### src/rtl/pipe_ctrl_pkg.sv
// pipe_ctrl_pkg: FSM states, stall vector width, stall codes and multi-cycle length default
package pipe_ctrl_pkg;
  typedef enum logic {RUN, MC} state_t;
  localparam int STALL_W = 6;
  localparam int MC_LEN_W = 6;
  localparam logic [STALL_W-1:0] STALL_NONE = 6'b000000;
  localparam logic [STALL_W-1:0] STALL_ID = 6'b000111;
  localparam logic [STALL_W-1:0] STALL_EX = 6'b001111;
endpackage

### src/rtl/pipe_ctrl_if.sv
// pipe_ctrl_if: stall/flush request and response bundle between pipeline stages and pipe_ctrl
interface pipe_ctrl_if #(parameter int MC_LEN_W = 6, parameter int STALL_W = 6);
  logic stallreq_id;
  logic stallreq_ex;
  logic ex_mc_start;
  logic [MC_LEN_W-1:0] ex_mc_len;
  logic flush_req;
  logic [31:0] flush_pc;
  logic [STALL_W-1:0] stall;
  logic flush;
  logic [31:0] new_pc;
  logic ex_mc_done;
  logic busy;
  logic [31:0] stall_cycles;
  modport master (
    output stallreq_id, stallreq_ex, ex_mc_start, ex_mc_len, flush_req, flush_pc,
    input stall, flush, new_pc, ex_mc_done, busy, stall_cycles
  );
  modport slave (
    input stallreq_id, stallreq_ex, ex_mc_start, ex_mc_len, flush_req, flush_pc,
    output stall, flush, new_pc, ex_mc_done, busy, stall_cycles
  );
endinterface

### src/rtl/pipe_ctrl_stall_perf_cnt.sv
// stall_perf_cnt: saturating 32-bit count of enabled cycles
module stall_perf_cnt (
  input logic clk,
  input logic rst,
  input logic en,
  output logic [31:0] count
);
  always_ff @(posedge clk or negedge rst)
    if (!rst) count <= '0;
    else if (en && count != '1) count <= count + 32'd1;
endmodule

### src/rtl/pipe_ctrl.sv
// pipe_ctrl: pipeline stall/flush arbiter with multi-cycle EX sequencing.
// Define STALL_PERF_CNT_EN to enable the stall_cycles performance counter.
module pipe_ctrl #(
  parameter int MC_LEN_W = pipe_ctrl_pkg::MC_LEN_W,
  parameter int STALL_W = pipe_ctrl_pkg::STALL_W
) (
  input logic clk,
  input logic rst,
  pipe_ctrl_if.slave bus
);
  import pipe_ctrl_pkg::*;
  state_t state, state_nx;
  logic [MC_LEN_W-1:0] cnt, cnt_nx;
  logic mc_go, mc_busy, mc_fin, ex_win;
  always_ff @(posedge clk or negedge rst)
    if (!rst) begin
      state <= RUN;
      cnt <= '0;
    end else begin
      state <= state_nx;
      cnt <= cnt_nx;
    end
  // Outputs are gated by rst so they read zero while reset is held, whatever the inputs.
  always_comb begin
    mc_go = state == RUN && bus.ex_mc_start && bus.ex_mc_len != '0;
    mc_busy = state == MC && cnt != '0;
    mc_fin = state == MC && cnt == '0;
    ex_win = bus.stallreq_ex || mc_go || mc_busy;
    bus.flush = rst && bus.flush_req;
    bus.new_pc = bus.flush ? bus.flush_pc : 32'd0;
    bus.ex_mc_done = rst && !bus.flush_req && mc_fin;
    bus.stall = (!rst || bus.flush_req) ? STALL_W'(STALL_NONE)
              : ex_win ? STALL_W'(STALL_EX)
              : bus.stallreq_id ? STALL_W'(STALL_ID) : STALL_W'(STALL_NONE);
    bus.busy = state != RUN;
    state_nx = bus.flush_req ? RUN : mc_go ? MC : mc_fin ? RUN : state;
    cnt_nx = bus.flush_req ? '0 : mc_go ? bus.ex_mc_len - 1'b1 : mc_busy ? cnt - 1'b1 : cnt;
  end
`ifdef STALL_PERF_CNT_EN
  stall_perf_cnt u_perf (
    .clk(clk),
    .rst(rst),
    .en(|bus.stall),
    .count(bus.stall_cycles)
  );
`else
  assign bus.stall_cycles = 32'd0;
`endif
endmodule

### src/flat_wrapper.sv
// flat-port wrapper written by rule: the top's interface ports become plain ports
module pipe_ctrl_flat import pipe_ctrl_pkg::*;
#(
  parameter int MC_LEN_W = pipe_ctrl_pkg::MC_LEN_W,
  parameter int STALL_W = pipe_ctrl_pkg::STALL_W
)
  (clk, rst, bus_stallreq_id, bus_stallreq_ex, bus_ex_mc_start, bus_ex_mc_len, bus_flush_req, bus_flush_pc, bus_stall, bus_flush, bus_new_pc, bus_ex_mc_done, bus_busy, bus_stall_cycles);
  pipe_ctrl_if #(.MC_LEN_W(MC_LEN_W), .STALL_W(STALL_W)) bus_i ();
  input logic clk;
  input logic rst;
  input wire logic [$bits(bus_i.stallreq_id)-1:0] bus_stallreq_id;
  input wire logic [$bits(bus_i.stallreq_ex)-1:0] bus_stallreq_ex;
  input wire logic [$bits(bus_i.ex_mc_start)-1:0] bus_ex_mc_start;
  input wire logic [$bits(bus_i.ex_mc_len)-1:0] bus_ex_mc_len;
  input wire logic [$bits(bus_i.flush_req)-1:0] bus_flush_req;
  input wire logic [$bits(bus_i.flush_pc)-1:0] bus_flush_pc;
  output wire logic [$bits(bus_i.stall)-1:0] bus_stall;
  output wire logic [$bits(bus_i.flush)-1:0] bus_flush;
  output wire logic [$bits(bus_i.new_pc)-1:0] bus_new_pc;
  output wire logic [$bits(bus_i.ex_mc_done)-1:0] bus_ex_mc_done;
  output wire logic [$bits(bus_i.busy)-1:0] bus_busy;
  output wire logic [$bits(bus_i.stall_cycles)-1:0] bus_stall_cycles;
  assign bus_i.stallreq_id = bus_stallreq_id;
  assign bus_i.stallreq_ex = bus_stallreq_ex;
  assign bus_i.ex_mc_start = bus_ex_mc_start;
  assign bus_i.ex_mc_len = bus_ex_mc_len;
  assign bus_i.flush_req = bus_flush_req;
  assign bus_i.flush_pc = bus_flush_pc;
  assign bus_stall = bus_i.stall;
  assign bus_flush = bus_i.flush;
  assign bus_new_pc = bus_i.new_pc;
  assign bus_ex_mc_done = bus_i.ex_mc_done;
  assign bus_busy = bus_i.busy;
  assign bus_stall_cycles = bus_i.stall_cycles;
  pipe_ctrl #(.MC_LEN_W(MC_LEN_W), .STALL_W(STALL_W)) u_core (.clk(clk), .rst(rst), .bus(bus_i));
endmodule
### config.mk
export PLATFORM = sky130hd
export DESIGN_NAME = pipe_ctrl_flat
export DESIGN_NICKNAME = d
export VERILOG_FILES = /design/src/rtl/pipe_ctrl_pkg.sv /design/src/rtl/pipe_ctrl_if.sv /design/src/rtl/pipe_ctrl_stall_perf_cnt.sv /design/src/rtl/pipe_ctrl.sv /design/src/flat_wrapper.sv
export SDC_FILE = /design/constraint.sdc
export NUM_CORES = 1
export LEC_CHECK = 0
export CORE_MARGIN = 1
export CORE_UTILIZATION = 31
export CTS_BUF_LIST = sky130_fd_sc_hd__clkbuf_8 sky130_fd_sc_hd__clkbuf_16
export CTS_CLUSTER_SIZE = 28
export DETAILED_ROUTE_END_ITERATION = 10
export PLACE_DENSITY = 0.9
export SLEW_MARGIN = 5
export SYNTH_ARGS = -nofsm -noshare
export SYNTH_HDL_FRONTEND = slang
export SYNTH_SLANG_ARGS = --single-unit
### constraint.sdc
create_clock -name clk -period 5 [get_ports clk]
set_input_delay 0.75 -clock clk [delete_from_list [all_inputs] [get_ports clk]]
set_output_delay 0.75 -clock clk [all_outputs]
set_load 0.1 [all_outputs]
After elaboration in Yosys (flattened, before gate mapping)
Index checks and enable logic that the tools add are counted.
- bits of input ports: 44
- output and inout bits: 73
- word-level logic and storage cells: 32
- register bits after elaboration: 7
- add/sub/neg operators: 2
- muxes and demuxes: 10
- reduce and logical (&&, ||, !) cells: 17
- bitwise logic cells: 1
- operators with widths (operator ; count):
    32-bit 2-to-1 mux ; 1
    6-bit 2-to-1 mux ; 5
    6-bit nonzero test ; 2
    6-bit by 1-bit subtractor with 6-bit output (second input constant) ; 2
    1-bit logical AND ; 7
    6-bit logical NOT ; 1
    3-bit nonzero test ; 2
    1-bit logical OR ; 3
    1-bit 2-to-1 mux ; 3
    3-bit 2-to-1 mux ; 1
    1-bit logical NOT ; 2
    1-bit inverter ; 1

Depth between registers and ports, before layout
Gate-level depths: netlist of the first run.
- depth after elaboration: 7
- gate-level depth with buffers: 6
- depth with buffers taken out: 5

Least setup slack after synthesis of the first run
Ideal clock, no wire load.
- kind: reg2out
- from: register u_core.state, in the netlist u_core.bus.busy
- to: output port bus_ex_mc_done
- required time: 4.250 ns
- path slack: 0.342 ns
- data arrival time: 3.908 ns
- cell stages (with the launch flop): 3
- path buffers: 0
- path through: dfrtp_1 > nand2_1 > nor4_1
- cells in the longest elaborated chain, start to end: 2
- RTL lines (what ; RTL line ; source):
    from (decl) ; pipe_ctrl.sv:12 ; state_t state, state_nx;
    from (signal assigned) ; pipe_ctrl.sv:20 ; state <= state_nx;
    1-bit logical AND ; pipe_ctrl.sv:27 ; mc_fin = state == MC && cnt == '0;
    1-bit logical AND ; pipe_ctrl.sv:31 ; bus.ex_mc_done = rst && !bus.flush_req && mc_fin;
    to (decl) ; flat_wrapper.sv:20 ; output wire logic [$bits(bus_i.ex_mc_done)-1:0] bus_ex_mc_done;
Every way passes these cells.

Worst setup path after layout of the first run
- from: input port bus_ex_mc_len[3]
- to: output port bus_stall[2]
- cells in the longest elaborated chain, start to end: 6
- RTL lines (what ; RTL line ; source):
    from (decl) ; flat_wrapper.sv:14 ; input wire logic [$bits(bus_i.ex_mc_len)-1:0] bus_ex_mc_len;
    6-bit nonzero test ; pipe_ctrl.sv:25 ; mc_go = state == RUN && bus.ex_mc_start && bus.ex_mc_len != '0;
    1-bit logical AND ; pipe_ctrl.sv:25 ;
    1-bit logical OR (2 in series) ; pipe_ctrl.sv:28 ; ex_win = bus.stallreq_ex || mc_go || mc_busy;
    6-bit 2-to-1 mux ; pipe_ctrl.sv:33 ; : ex_win ? STALL_W'(STALL_EX)
    6-bit 2-to-1 mux ; pipe_ctrl.sv:32 ; bus.stall = (!rst || bus.flush_req) ? STALL_W'(STALL_NONE)
    to (decl) ; flat_wrapper.sv:17 ; output wire logic [$bits(bus_i.stall)-1:0] bus_stall;
Every way passes these cells.

==> impl_metrics.json, run 1 <==
{
  "status": "completed",
  "fp.dieW_microns": 61.7,
  "cts_tree": "built",
  "place.gp.congestion": 0.813,
  "cts_setup_buffers": 0,
  "hpwl_microns": 2240,
  "crit_buf_inv": 2,
  "insertion_delay_ps": 230,
  "drv_slew": 0,
  "final_common_cell": "clkdlybuf4s50_1",
  "track_usage": 0.143,
  "rows": 21,
  "hold_class": "reg -> reg",
  "grt_pass1_vias": 1032,
  "power.density_mw_per_mm2": 292,
  "yosysWarnings": 0,
  "p_leak_nw": 0.931,
  "ios": 117,
  "syn_area_sq_mm": 0.00110,
  "rrSetupSlack_ps": 2940,
  "dieHeight_microns": 61.7,
  "numCtsBuffers": 3,
  "seq_area_frac_synth": 0.159,
  "coreArea_sq_mm": 0.00336,
  "routed_via_density": 4.53,
  "ir_worst_vdd_v": 0.000146,
  "synthTopCellsByArea": "buf_4, and3_1, dfrtp_1",
  "finalNetCount": 267,
  "ys_seq_elements": 7,
  "path_max_fanout": 7,
  "reg2regPathDepth": 5,
  "antenna_left": 0,
  "yosysUniqueCellTypes": 36,
  "r2r_end": "u_core.cnt[5]",
  "cp_top_family": "simple AND/OR/NAND/NOR gates",
  "design_area_sq_mm": 0.00177,
  "worst_pin_slew_ps": 972,
  "wl_met2_microns": 1420,
  "port_buffers": 82,
  "synth_cells": 146,
  "cts-root-buf": "clkbuf_8",
  "power.total_mw": 0.516,
  "vias": 1215,
  "fill_cells": 329,
  "start_util": 0.328,
  "grt-ovfl-total": 0,
  "rsz0062_at_grt": "false",
  "worstSetupStartpointType": "input pin",
  "grt_max_degree": 43,
  "skew_ps": 4.09,
  "die_area_sq_mm": 0.00381,
  "fmax_mhz": 265,
  "drc": 0,
  "clk_pin_slew_worst_paths_ps": 40,
  "synth_top_cell_by_area": "buf_4",
  "cp_slowest_cell": "or4_1",
  "min_to": "u_core.cnt[0]",
  "drv_cap": 0,
  "setup_viol": 0,
  "post_cts_resized": 0,
  "tns_ps": 0,
  "clock-sinks": 7,
  "arrival_ps": 3020,
  "holdCritStartpoint": "u_core.cnt[0]",
  "wirelength_microns": 2880,
  "hold_viol": 0,
  "synth_top_area_share": 0.245,
  "met3_length_microns": 260,
  "n_antenna_cell": 0,
  "path_cells": "clkdlybuf4s50_1 > or4_1 > o31ai_4 > nand2_1 > o31a_1 > buf_4",
  "fin_ws_ps": 1230,
  "cts_buffer_depth": 2,
  "drt-pass1-iter-count": 6,
  "most-common-layout-cells": "clkdlybuf4s50_1, buf_4, conb_1",
  "r2r_start": "u_core.cnt[3]",
  "critPathMaxStageDelay_ps": 690,
  "routedWlPerCell_microns": 10.7,
  "whs_path_depth": 2,
  "slew_headroom": 0.350,
  "crit_required_ps": 4250,
  "syn_to_final_growth_pct": 60.1,
  "cts-hold-fix-buffers": 0,
  "htreeDepth": 1,
  "grt_antenna_before_repair": 0,
  "synth.avg_cell_area_sq_um": 7.57,
  "highest_layer": "met4",
  "drive_above_1_share": 0.239,
  "wl_met1_microns": 1150,
  "multi_input_area_sq_um": 736,
  "place_ws_ps": 1250,
  "finalCritPeriodShare": 0.754,
  "min_period_ps": 3770,
  "dpl_cell_area_sq_mm": 0.00172,
  "grt_pass1_wl_microns": 4080,
  "regArea_sq_um": 175,
  "drtIter0Drc": 61,
  "end_kind": "primary output",
  "criticalPathCategory": "in -> out"
}
## cell usage after synthesis, drive strengths merged
cell type and count:
or4 3, a22oi 2, o21a 1, nor2 9, conb 1, nor2b 2, and2 2, and3 33
nor4 4, or3b 1, dfrtp 7, a21oi 3, a21boi 1, inv 2, nand3 1, a31o 1
a21bo 1, xor2 1, buf 38, mux2 2, nand2 6, o21ai 1, a211oi 1, o31a 1
nor3 4, o32a 1, o31ai 2, o211ai 2, a2111oi 1, clkbuf 8, mux2i 3, a221oi 1
## state kept, by name, summed over array words and instances (netlist names)
| name | flops |
|---|---|
| u_core.cnt | 6 |
| u_core.bus.busy | 1 |
## how the worst max path moves through the flow
| stage | depth (start not counted) | slack [ps] | startpoint | end |
|---|---|---|---|---|
| 2_1_floorplan | 2 | 340 | u_core.bus.busy | bus_ex_mc_done |
| 3_3_place_gp | 6 | 1300 | bus_ex_mc_len[3] | bus_stall[0] |
| 3_5_place_dp | 6 | 1250 | bus_ex_mc_len[3] | bus_stall[2] |
| 4_1_cts | 6 | 1240 | bus_ex_mc_len[3] | bus_stall[2] |
| 5_1_grt | 6 | 1130 | bus_ex_mc_len[3] | bus_stall[1] |
| 6_report | 6 | 1230 | bus_ex_mc_len[3] | bus_stall[2] |
## where the power goes
group / internal [mW] / switching, mW
logic: 0.0867 / 0.274
registers: 0.0657 / 0.0122
clock network: 0.0530 / 0.0239
## tightest hold or removal path, stage by stage (launching register included)
cell,delay [ps]
dfrtp_1,400
nand2_1,70
a21oi_1,50
## per-layer routing
metal  vias up  global-route usage
met4         0              0.0952
met3        10              0.0269
met2        82               0.255
met1       520               0.154
li1        603                   -
met5         -                   0
## cells by family after synthesis
| family | Yosys count | share of synthesized area |
|---|---|---|
| XOR/XNOR | 1 | 0.00793 |
| buffers and inverters | 48 | 0.288 |
| multiplexers | 5 | 0.0476 |
| flip-flops | 7 | 0.159 |
| AND/OR/NAND/NOR | 65 | 0.339 |
| other | 1 | 0.00339 |
| AO/OA/AOI/OAI | 19 | 0.156 |
## per-stage QoR
stage                     hold WS [ps]  utilization  std cells
after floorplan                    454            -        179
after global placement             559        0.513        264
after detailed placement           562        0.513        264
after CTS                          568        0.526        268
after global routing               599        0.526        268
final                              571        0.526        268
## layout make-up
type,count,area share
inverters,2,0.00424
multi-input cells,124,0.416
clock buffers,3,0.0233
well taps,46,0.0325
repair buffers,85,0.423
flip-flops and latches,7,0.0990
clock inverters,1,0.00212
No activity file was read; power rests on OpenSTA's default activity.
==> run 2, diff against run 1 <==
--- a/config.mk
+++ b/config.mk
@@ -6,11 +6,11 @@
 export NUM_CORES = 1
 export LEC_CHECK = 0
 export CORE_MARGIN = 1
-export CORE_UTILIZATION = 31
+export CORE_UTILIZATION = 29
 export CTS_BUF_LIST = sky130_fd_sc_hd__clkbuf_8 sky130_fd_sc_hd__clkbuf_16
 export CTS_CLUSTER_SIZE = 28
 export DETAILED_ROUTE_END_ITERATION = 10
-export PLACE_DENSITY = 0.9
+export PLACE_DENSITY = 0.85
 export SLEW_MARGIN = 5
 export SYNTH_ARGS = -nofsm -noshare
 export SYNTH_HDL_FRONTEND = slang
==> constraint.sdc (replaced) <==
create_clock -name clk -period 3.6 [get_ports clk]
set_input_delay 0.54 -clock clk [delete_from_list [all_inputs] [get_ports clk]]
set_output_delay 0.54 -clock clk [all_outputs]
set_load 0.1 [all_outputs]
==> run 2 against run 1 <==
Worst setup slack lost 780 ps. Combinational power increased by 57%. Global-route usage up 4.3 points. Total power up 52%. Largest cell class unchanged. Largest power group unchanged. Highest routed layer unchanged.
==> impl_metrics.json, run 2 (same netlist as run 1, synthesis figures left out) <==
{
  "status": "completed",
  "fp.dieW_microns": 63.7,
  "r2r_start": "u_core.cnt[3]",
  "htreeDepth": 1,
  "critPathMaxStageDelay_ps": 690,
  "slew_headroom": 0.359,
  "post_cts_resized": 0,
  "hold_class": "reg -> reg",
  "crit_required_ps": 3060,
  "coreArea_sq_mm": 0.00366,
  "fin_cells": 272,
  "skew_ps": 4.30,
  "drtIter0Drc": 139,
  "placedCellCount": 268,
  "track_usage": 0.186,
  "reg2regPathDepth": 5,
  "port_buffers": 82,
  "dieHeight_microns": 63.7,
  "r2r_end": "u_core.cnt[5]",
  "grt_pass1_vias": 1297,
  "tns_ps": 0,
  "grt_max_degree": 42,
  "rsz0062_at_grt": "false",
  "setup_viol": 0,
  "min_period_ps": 3150,
  "hold_ws_ps": 598,
  "cts_buffer_depth": 2,
  "cp_top_family": "simple AND/OR/NAND/NOR gates",
  "end_kind": "primary output",
  "most-common-layout-cells": "clkdlybuf4s50_1, buf_12, conb_1",
  "grt_antenna_before_repair": 0,
  "clk_pin_slew_worst_paths_ps": 40,
  "criticalPathCategory": "in -> out",
  "cts-root-buf": "clkbuf_8",
  "cts-hold-fix-buffers": 0,
  "arrival_ps": 2610,
  "drt-pass1-iter-count": 4,
  "worstSetupStartpointType": "input pin",
  "clkPwrFrac": 0.139,
  "place.gp.congestion": 0.922,
  "ir_worst_vdd_v": 0.000199,
  "cts_tree": "built",
  "syn_to_final_growth_pct": 105,
  "rows": 22,
  "p_leak_nw": 1.06,
  "intPower_mw": 0.335,
  "path_cells": "clkdlybuf4s50_1 > or4_1 > o31ai_4 > nand2_1 > o31a_1 > buf_12",
  "ios": 117,
  "hpwl_microns": 2950,
  "cts_setup_buffers": 0,
  "numCtsBuffers": 3,
  "fmax_mhz": 317,
  "routed_via_density": 4.72,
  "path_max_fanout": 7,
  "vias": 1284,
  "hold_viol": 0,
  "p_comb_frac": 0.721,
  "insertion_delay_ps": 230,
  "clock-sinks": 7,
  "drc": 0,
  "routedWlPerCell_microns": 13.2,
  "grt_pass1_wl_microns": 5890,
  "p_sw_frac": 0.574,
  "whs_path_depth": 2,
  "antenna_left": 0,
  "largest_register_ffs": 6,
  "dpl_cell_area_sq_mm": 0.00222,
  "finalCritPeriodShare": 0.875,
  "power.switching_mw": 0.451,
  "cp_slowest_cell": "or4_1",
  "n_antenna_cell": 0,
  "finalNetCount": 269,
  "design_area_sq_mm": 0.00227,
  "drv_cap": 0,
  "final_common_cell": "clkdlybuf4s50_1",
  "regMostFlops": "u_core.cnt",
  "power.density_mw_per_mm2": 347,
  "min_to": "u_core.cnt[0]",
  "holdCritStartpoint": "u_core.cnt[0]",
  "seqPwrFrac": 0.140,
  "rrSetupSlack_ps": 1440,
  "start_util": 0.302,
  "wirelength_microns": 3590,
  "drive_above_1_share": 0.250,
  "grt-ovfl-total": 0,
  "drv_slew": 0,
  "worst_pin_slew_ps": 959,
  "die_area_sq_mm": 0.00406,
  "crit_buf_inv": 2
}
run 2: changes by cell type in the layout (fill, tap and decap cells not counted), sizes merged:
cell | previous run | this run
buf | 41 | 43
run 2: how the worst max path moves through the flow:
stage                startpoint      endpoint  cells past startpoint
2_1_floorplan   u_core.bus.busy  bus_stall[1]                      6
5_1_grt        bus_ex_mc_len[3]  bus_stall[2]                      6
4_1_cts        bus_ex_mc_len[3]  bus_stall[2]                      6
6_report       bus_ex_mc_len[3]  bus_stall[2]                      6
3_3_place_gp   bus_ex_mc_len[3]  bus_stall[2]                      6
3_5_place_dp   bus_ex_mc_len[3]  bus_stall[2]                      6
run 2: worst min-delay path: stages, from the launching register on:
cell	delay (ps)
dfrtp_1	410
nand2_1	70
a21oi_1	60
run 2: area by class of cell:
cell class	count	area, sq um
clock buffer	3	41.3
clock inverter	1	3.75
fill	305	1390
inverter	2	7.51
multi-input combinational	124	742
sequential	7	175
tap	48	60.1
timing repair buffer	87	1240
run 2: routing by layer:
layer	vias to the layer above	global-route usage	part of all wire
met4	0	0.0795	0.028
met3	10	0.0308	0.065
li1	607	-	-
met1	586	0.181	0.33
met5	-	0	0
met2	81	0.375	0.58
run 2: metrics by stage:
| stage | worst slack (ps) | power [mW] | util |
|---|---|---|---|
| floorplan | 285 | 0.539 | - |
| global placement | 510 | 0.668 | 0.607 |
| detailed placement | 455 | 0.677 | 0.607 |
| CTS | 445 | 0.788 | 0.620 |
| global route | 394 | 0.820 | 0.620 |
| finish | 448 | 0.787 | 0.620 |
run 2: power groups by stage:
stage          Sequential, mW  Clock [mW]  Combinational, mW
5_1_grt                 0.112       0.118              0.590
3_5_place_dp            0.110           0              0.567
4_1_cts                 0.109       0.111              0.568
6_report                0.110       0.109              0.567
2_1_floorplan           0.115           0              0.424
3_3_place_gp            0.109           0              0.560
==> run 3, diff against run 2 <==
--- a/config.mk
+++ b/config.mk
@@ -10,6 +10,7 @@
 export CTS_BUF_LIST = sky130_fd_sc_hd__clkbuf_8 sky130_fd_sc_hd__clkbuf_16
 export CTS_CLUSTER_SIZE = 28
 export DETAILED_ROUTE_END_ITERATION = 10
+export MAX_ROUTING_LAYER = met4
 export PLACE_DENSITY = 0.85
 export SLEW_MARGIN = 5
 export SYNTH_ARGS = -nofsm -noshare
==> run 3 against run 2 <==
Sequential share of layout area unchanged. Clock skew about the same. Critical path depth unchanged. Critical endpoint unchanged. Maximum frequency down 0.61%. Final cell count unchanged. Register-to-register slack better by 30 ps. Worst setup slack worse by 19 ps. Sequential power about the same. Via count down 0.86%. Flip-flop and latch count unchanged. Highest routed layer unchanged. Hold slack worse by 8.2 ps. Combinational power about the same. Critical path type unchanged.
==> impl_metrics.json, run 3 (same netlist as run 1, synthesis figures left out) <==
{
  "drive_above_1_share": 0.250,
  "fp.dieW_microns": 63.7,
  "hold_class": "reg -> reg",
  "power.total_mw": 0.785,
  "worst_pin_slew_ps": 960,
  "die_area_sq_mm": 0.00406,
  "cts_tree": "built",
  "post_cts_resized": 0,
  "power.density_mw_per_mm2": 346,
  "grt_max_degree": 42,
  "drv_cap": 0,
  "start_util": 0.302,
  "rows": 22,
  "regArea_sq_um": 175,
  "syn_to_final_growth_pct": 105,
  "cts-hold-fix-buffers": 0,
  "status": "completed",
  "hpwl_microns": 2870,
  "grt_pass1_vias": 1263,
  "coreArea_sq_mm": 0.00366,
  "grt_antenna_before_repair": 0,
  "port_buffers": 82,
  "drc": 0,
  "drtIter0Drc": 42,
  "rsz0062_at_grt": "false",
  "regMostFlops": "u_core.cnt",
  "multi_input_area_sq_um": 742,
  "hold_viol": 0,
  "grt_pass1_wl_microns": 5680,
  "worstSetupStartpointType": "input pin",
  "wirelength_microns": 3500,
  "insertion_delay_ps": 230,
  "vias": 1273,
  "drv_slew": 0,
  "track_usage": 0.184,
  "finalCritPeriodShare": 0.881,
  "most-common-layout-cells": "clkdlybuf4s50_1, buf_12, conb_1",
  "min_period_ps": 3170,
  "final_core_util": 0.620,
  "clk_pin_slew_worst_paths_ps": 40,
  "dieHeight_microns": 63.7,
  "routed_via_density": 4.68,
  "n_antenna_cell": 0,
  "final_common_cell": "clkdlybuf4s50_1",
  "setup_viol": 0,
  "routedWlPerCell_microns": 12.9,
  "seqPwrFrac": 0.139,
  "tns_ps": 0,
  "path_max_fanout": 7,
  "slew_headroom": 0.358,
  "criticalPathCategory": "in -> out",
  "htreeDepth": 1,
  "crit_required_ps": 3060,
  "ios": 117,
  "drt-pass1-iter-count": 4,
  "fill_cells": 298,
  "place.gp.congestion": 0.932,
  "grt-ovfl-total": 0,
  "intPower_mw": 0.335,
  "arrival_ps": 2630,
  "largest_register_ffs": 6,
  "power.switching_mw": 0.449,
  "clock-sinks": 7,
  "cts-root-buf": "clkbuf_8",
  "p_leak_nw": 1.06,
  "cts_setup_buffers": 0,
  "p_comb_frac": 0.722,
  "numCtsBuffers": 3,
  "skew_ps": 4.75,
  "end_kind": "primary output",
  "antenna_left": 0,
  "finalNetCount": 269,
  "ir_worst_vdd_v": 0.000180,
  "cts_buffer_depth": 2,
  "clkPwrFrac": 0.139,
  "fmax_mhz": 315,
  "p_sw_frac": 0.573
}
-- run 3: cell counts in the layout (fill, tap and decap cells not counted) --
Identical to the previous run, type by type.
-- run 3: final timing paths --
check	slack, ps	startpoint	cells past startpoint	endpoint
setup / recovery	430	bus_ex_mc_len[3]	6	bus_stall[2]
hold / removal	590	u_core.cnt[0]	2	u_core.cnt[0]
setup reg to reg	1470	u_core.cnt[1]	5	u_core.cnt[5]
hold reg to reg	590	u_core.cnt[0]	2	u_core.cnt[0]
max in group asynchronous	2650	rst	2	u_core.cnt[1]
min in group asynchronous	700	rst	2	u_core.cnt[3]
-- run 3: worst max-delay path, stage by stage --
cell and delay [ps]:
clkdlybuf4s50_1 440, or4_1 700, o31ai_4 250, nand2_1 110
o31a_1 380, buf_12 210
-- run 3: layout make-up --
cell class / instances / share of cell area
clock inverter: 1 / 0.00165
inverter: 2 / 0.00331
tap: 48 / 0.0265
clock buffer: 3 / 0.0182
timing repair buffer: 87 / 0.546
sequential: 7 / 0.0772
multi-input combinational: 124 / 0.327
-- run 3: power by group through the flow --
stage	registers, mW	clock network, mW	logic, mW
final	0.109	0.109	0.567
after global routing	0.110	0.116	0.589
after CTS	0.108	0.110	0.567
after detailed placement	0.109	0	0.565
after global placement	0.109	0	0.561
after floorplan	0.115	0	0.424
-- run 3: metal layers --
layer | GRT usage | vias to the layer above | share of wire
li1 | - | 608 | -
met1 | 0.178 | 569 | 0.35
met2 | 0.348 | 84 | 0.56
met3 | 0.0181 | 12 | 0.060
met4 | 0.111 | 0 | 0.033
met5 | - | - | 0
-- run 3: per-stage QoR --
step	setup WS [ps]	cell area [sq um]	hold WS, ps	cells
2_1_floorplan	285	1230	244	179
3_3_place_gp	508	2220	560	268
3_5_place_dp	465	2220	588	268
4_1_cts	446	2270	594	272
5_1_grt	352	2270	629	272
6_report	429	2270	589	272
